==> src/rtl/ysyx_24080014_wb_ctrl.sv <==
// Write-back controller: takes one instruction from execute, waits for the memory
// response when needed (with a timeout), then issues a one-cycle commit with GPR/CSR writes.
module ysyx_24080014_wb_ctrl #(
   parameter int MEM_TIMEOUT = 255
) (
   input  logic        clk,
   input  logic        rst,
   input  logic        in_valid,
   output logic        in_ready,
   input  logic [31:0] in_pc,
   input  logic [4:0]  in_rd,
   input  logic [31:0] in_rd_data,
   input  logic        in_reg_wr,
   input  logic        in_load,
   input  logic        in_store,
   input  logic [1:0]  in_csr_ctl,
   input  logic [11:0] in_csr_addr,
   input  logic [31:0] in_csr_data,
   input  logic        mem_rvalid,
   input  logic [31:0] mem_rdata,
   input  logic        mem_bvalid,
   output logic        gpr_we,
   output logic [4:0]  gpr_waddr,
   output logic [31:0] gpr_wdata,
   output logic        csr_we,
   output logic [11:0] csr_waddr,
   output logic [31:0] csr_wdata,
   output logic        ecall_we,
   output logic [31:0] ecall_pc,
   output logic        commit_valid,
   output logic [31:0] commit_pc,
   output logic        commit_err
);

   localparam int CNT_W = (MEM_TIMEOUT < 1) ? 1 : $clog2(MEM_TIMEOUT + 1);
   localparam logic [CNT_W-1:0] CNT_MAX = CNT_W'(MEM_TIMEOUT);

   typedef enum logic [1:0] {S_IDLE, S_WAIT_MEM, S_COMMIT} state_t;

   state_t           state, state_nxt;
   logic [CNT_W-1:0] cnt, cnt_nxt;
   logic             err_p1, err_nxt;

   logic [31:0] pc_p1;
   logic [4:0]  rd_p1;
   logic [31:0] rd_data_p1;
   logic        reg_wr_p1;
   logic        load_p1;
   logic        store_p1;
   logic [1:0]  csr_ctl_p1;
   logic [11:0] csr_addr_p1;
   logic [31:0] csr_data_p1;
   logic [31:0] mem_data_p1;

   logic hs;
   logic resp;
   logic commit;

   function automatic logic csr_writable(input logic [11:0] a);
      return (a == 12'h300) || (a == 12'h305) || (a == 12'h341) || (a == 12'h342);
   endfunction

   assign hs   = in_valid && (state == S_IDLE);
   // Only the response kind matching the pending access counts; the other is ignored.
   assign resp = load_p1 ? mem_rvalid : (store_p1 && mem_bvalid);

   always_comb begin
      state_nxt = state;
      cnt_nxt   = cnt;
      err_nxt   = err_p1;
      case (state)
         S_IDLE: begin
            if (in_valid) begin
               state_nxt = (in_load || in_store) ? S_WAIT_MEM : S_COMMIT;
               cnt_nxt   = '0;
               err_nxt   = 1'b0;
            end
         end
         S_WAIT_MEM: begin
            // A response arriving on the final count still wins over the timeout.
            if (resp) begin
               state_nxt = S_COMMIT;
            end else if (cnt == CNT_MAX) begin
               state_nxt = S_COMMIT;
               err_nxt   = 1'b1;
            end else begin
               cnt_nxt = cnt + 1'b1;
            end
         end
         S_COMMIT: state_nxt = S_IDLE;
         default:  state_nxt = S_IDLE;
      endcase
   end

   always_ff @(posedge clk) begin
      if (rst) begin
         state       <= S_IDLE;
         cnt         <= '0;
         err_p1      <= 1'b0;
         pc_p1       <= '0;
         rd_p1       <= '0;
         rd_data_p1  <= '0;
         reg_wr_p1   <= 1'b0;
         load_p1     <= 1'b0;
         store_p1    <= 1'b0;
         csr_ctl_p1  <= '0;
         csr_addr_p1 <= '0;
         csr_data_p1 <= '0;
         mem_data_p1 <= '0;
      end else begin
         state  <= state_nxt;
         cnt    <= cnt_nxt;
         err_p1 <= err_nxt;
         // Capture stage: fields are frozen from handshake until the next one.
         if (hs) begin
            pc_p1       <= in_pc;
            rd_p1       <= in_rd;
            rd_data_p1  <= in_rd_data;
            reg_wr_p1   <= in_reg_wr;
            load_p1     <= in_load;
            store_p1    <= in_store && !in_load;
            csr_ctl_p1  <= (in_csr_ctl == 2'b11) ? 2'b00 : in_csr_ctl;
            csr_addr_p1 <= in_csr_addr;
            csr_data_p1 <= in_csr_data;
         end
         if ((state == S_WAIT_MEM) && load_p1 && mem_rvalid) begin
            mem_data_p1 <= mem_rdata;
         end
      end
   end

   // Commit stage: reset overrides the outputs combinationally so an aborted commit never writes.
   always_comb begin
      commit       = (state == S_COMMIT) && !rst;
      in_ready     = rst || (state == S_IDLE);
      gpr_we       = commit && reg_wr_p1 && !store_p1 && (rd_p1 != 5'd0) && !err_p1;
      gpr_waddr    = rst ? 5'd0 : rd_p1;
      gpr_wdata    = rst ? 32'd0 : (load_p1 ? mem_data_p1 : rd_data_p1);
      csr_we       = commit && (csr_ctl_p1 == 2'b00) && reg_wr_p1 && !err_p1
                     && csr_writable(csr_addr_p1);
      csr_waddr    = rst ? 12'd0 : csr_addr_p1;
      csr_wdata    = rst ? 32'd0 : csr_data_p1;
      ecall_we     = commit && (csr_ctl_p1 == 2'b01);
      ecall_pc     = rst ? 32'd0 : pc_p1;
      commit_valid = commit;
      commit_pc    = rst ? 32'd0 : pc_p1;
      commit_err   = commit && err_p1;
   end

endmodule
==> config.mk <==
export PLATFORM = sky130hd
export DESIGN_NAME = ysyx_24080014_wb_ctrl
export DESIGN_NICKNAME = d
export VERILOG_FILES = /design/src/rtl/ysyx_24080014_wb_ctrl.sv
export SDC_FILE = /design/constraint.sdc
export NUM_CORES = 1
export LEC_CHECK = 0
export ABC_AREA = 1
export CAP_MARGIN = 20
export CELL_PAD_IN_SITES_DETAIL_PLACEMENT = 0
export CELL_PAD_IN_SITES_GLOBAL_PLACEMENT = 1
export CORE_MARGIN = 5
export CORE_UTILIZATION = 26
export DETAILED_ROUTE_END_ITERATION = 8
export PLACE_DENSITY_LB_ADDON = 0.1
export SLEW_MARGIN = 20
export SYNTH_ARGS = -nofsm -noshare
export SYNTH_HDL_FRONTEND = slang
export SYNTH_SLANG_ARGS = --single-unit
==> constraint.sdc <==
create_clock -name clk -period 1.5 [get_ports clk]
set_clock_uncertainty 0.15 [all_clocks]
set_input_delay 0.15 -clock clk [delete_from_list [all_inputs] [get_ports clk]]
set_output_delay 0.15 -clock clk [all_outputs]
set_load 0.01 [all_outputs]
==> flow_summary.yaml <==
drt:
  drt_wl_total_um: 28500
  vias_per_cell: 4.35
  vias: 7668
  drt_iter0_drc: 240
  first_pass_iters: 4
  routedWlPerCell_um: 16.2
  drcViolationCount: 0
  ant_nets: 0
synth:
  yosys.area.top_type: "dfxtp_1"
  synth_cell_types: 29
  yosysSeqAreaShare_pct: 44.9
  ys_ff_latch: 161
  synth_nets: 1176
  synthTopCellsByArea: "dfxtp_1, nor2_1, o21ai_0"
  syn_area_sq_um: 7190
  ys_warn_count: 0
  netlist_instances: 1020
  synth_area_per_cell_sq_um: 7.04
  synth_top_area_share_pct: 44.9
place:
  hpwl_um: 19500
  place_area_sq_um: 10900
  placedCellCount: 1692
  gp_congestion: 0.773
  portBuffers: 305
power_and_ir_drop:
  ir_drop_v: 0.000499
  p_per_area_nw_per_um2: 1040
  leakagePower_uw: 0.00544
  total_power_uw: 13300
cts:
  cts_root_buf: "clkbuf_16"
  clockBufferDepth: 2
  cts_made_buffers: 17
  clkSlewWorstSetupHoldPaths_ns: 0.07
  cts_num_sinks: 161
  clock_latency_ns: 0.42
  h-tree-depth: 4
  cts_tree: "built"
setup_path:
  rr_startpoint: "state[0]$_SDFFE_PP0P_"
  cp_max_fo: 5
  critPathRequiredTime_ns: 1.65
  r2r_setup_slack_ns: -0.31
  crit_arrival_ns: 1.96
  critPathLaunchType: "flop"
  critical_path_class: "reg2reg"
  end_kind: "flop"
  worstReg2RegEnd: "load_p1$_SDFFE_PP0P_"
  ff2ff_path_depth: 10
grt:
  grt_max_degree: 54
  grt_pass1_vias: 7765
  antenna_found_initial: 0
  globalRouteOverflowTotal: 0
  grt_usage_pct: 17.3
  grt_pass1_wl_um: 42800
min_path:
  min_to: "rd_data_p1[13]$_SDFFE_PP0P_"
  hold_start: "in_rd_data[13]"
  hold_depth: 3
  hold_class: "in2reg"
cells_and_area:
  final_util_pct: 47.2
  layout_common_cells: "nor2_1, clkdlybuf4s50_1, dfxtp_1"
  n_fill_cell: 2798
  finalNonFillerCells: 1762
  layout-drive-gt1-share_pct: 38.1
  layout_commonest_cell: "nor2_1"
  fin_area_sq_um: 12800
  area_growth_pct: 78.1
  finalNetCount: 1534
  antenna-diode-count: 0
sta:
  setup_ws_ns: -0.308
  min_period_ns: 1.81
  slew_headroom_pct: 43.2
  setup_viol: 199
  timing.final.max_slew_violations: 0
  fmax_ghz: 0.553
  tightest_slew_ns: 0.852
  hold_violations: 0
  period_share_pct: 121
  rsz0062_at_grt: "true"
die:
  die_height_um: 176
  die_area_sq_um: 31100
  die_w_um: 176
  io_pins: 306
  core_area_sq_um: 27100
  rows: 60
  initial_core_util_pct: 26.5
outcome:
  outcome: "finished with violations"
  violations: "negative setup slack"
run:
  drv_cap: 0
[critical path, stage by stage, from the launching register on]
cell and delay, ns:
dfxtp_2 0.33, buf_4 0.14, nor2_4 0.11, inv_2 0.07, buf_12 0.13, nor2_8 0.14, buf_12 0.18, clkinv_16 0.08
or2_4 0.25, nand2_4 0.06, a21oi_1 0.04
[state kept, by name, indices dropped and copies added, names as in the netlist, 2 cells and up]
name / cells
pc_p1: 32
csr_data_p1: 32
cnt: 8
state: 2
mem_data_p1: 32
rd_p1: 5
csr_addr_p1: 12
csr_ctl_p1: 2
rd_data_p1: 32
[layer usage]
layer / GRT usage, % / wire length [um]
met1: 20.8 / 12000
met2: 29.6 / 13700
met3: 6.25 / 2400
met4: 4.22 / 379
met5: 0 / 0
[cell type report]
class / count / area (sq um) / share of cell area (%)
clock inverter: 13 / 116 / 0.909
inverter: 105 / 458 / 3.58
timing repair inverter: 5 / 62.6 / 0.489
clock buffer: 18 / 429 / 3.35
timing repair buffer: 434 / 4180 / 32.6
multi-input combinational: 654 / 3850 / 30.1
sequential: 161 / 3240 / 25.3
tap: 372 / 465 / 3.64
[report_power, final]
group	switching (uW)	leakage, uW	internal [uW]	total [uW]
registers	186	0.00133	4720	4910
logic	2110	0.00385	2080	4190
clock network	1980	0.000263	2170	4150
[worst max-delay path by stage]
stage / slack (ns) / from / endpoint / depth (start not counted)
final: -0.31 / state[0]$_SDFFE_PP0P_ / load_p1$_SDFFE_PP0P_ / 10
after global placement: -0.32 / rst / gpr_wdata[14] / 7
after detailed placement: -0.33 / rst / gpr_wdata[14] / 7
after global routing: -0.37 / state[0]$_SDFFE_PP0P_ / csr_addr_p1[10]$_SDFFE_PP0P_ / 10
after CTS: -0.32 / state[0]$_SDFFE_PP0P_ / gpr_we / 6
after floorplan: 0.01 / state[1]$_SDFFE_PP0P_ / gpr_we / 6
[metrics by stage]
stage / setup WS, ns / setup TNS [ns] / hold WS [ns]
final: -0.308 / -39.41 / 0.162
after global routing: -0.375 / -54.23 / 0.170
after CTS: -0.321 / -23.59 / 0.138
after detailed placement: -0.334 / -49.22 / 0.294
after global placement: -0.324 / -47.76 / 0.290
after floorplan: 0.00994 / 0 / 0.135
[cells in the mapped netlist (all sizes together)]
master,instances
nand2,43
dfxtp,161
or2,1
buf,60
o21ai,183
ha,1
nor2,301
nor4,2
o21bai,2
o211ai,1
nand3,22
nand4,4
clkbuf,40
inv,105
nor3,3
o22ai,1
a21oi,90
[cell families after synthesis]
group,after synthesis,share of synthesized area [%]
adder cells (fa/ha/maj),1,0.174
buffers and inverters,205,14.6
AND/OR/NAND/NOR,376,20.8
AO/OA/AOI/OAI,277,19.5
flip-flops,161,44.9
[repair_timing]
action,CTS,global route
pin swaps,16,25
hold buffers,1,0
hold endpoints to repair,1,0
buffers inserted,30,5
gates cloned,11,13
endpoints found under the setup margin,295,297
resized for setup,591,352
Power figures use the tool's default switching activity.
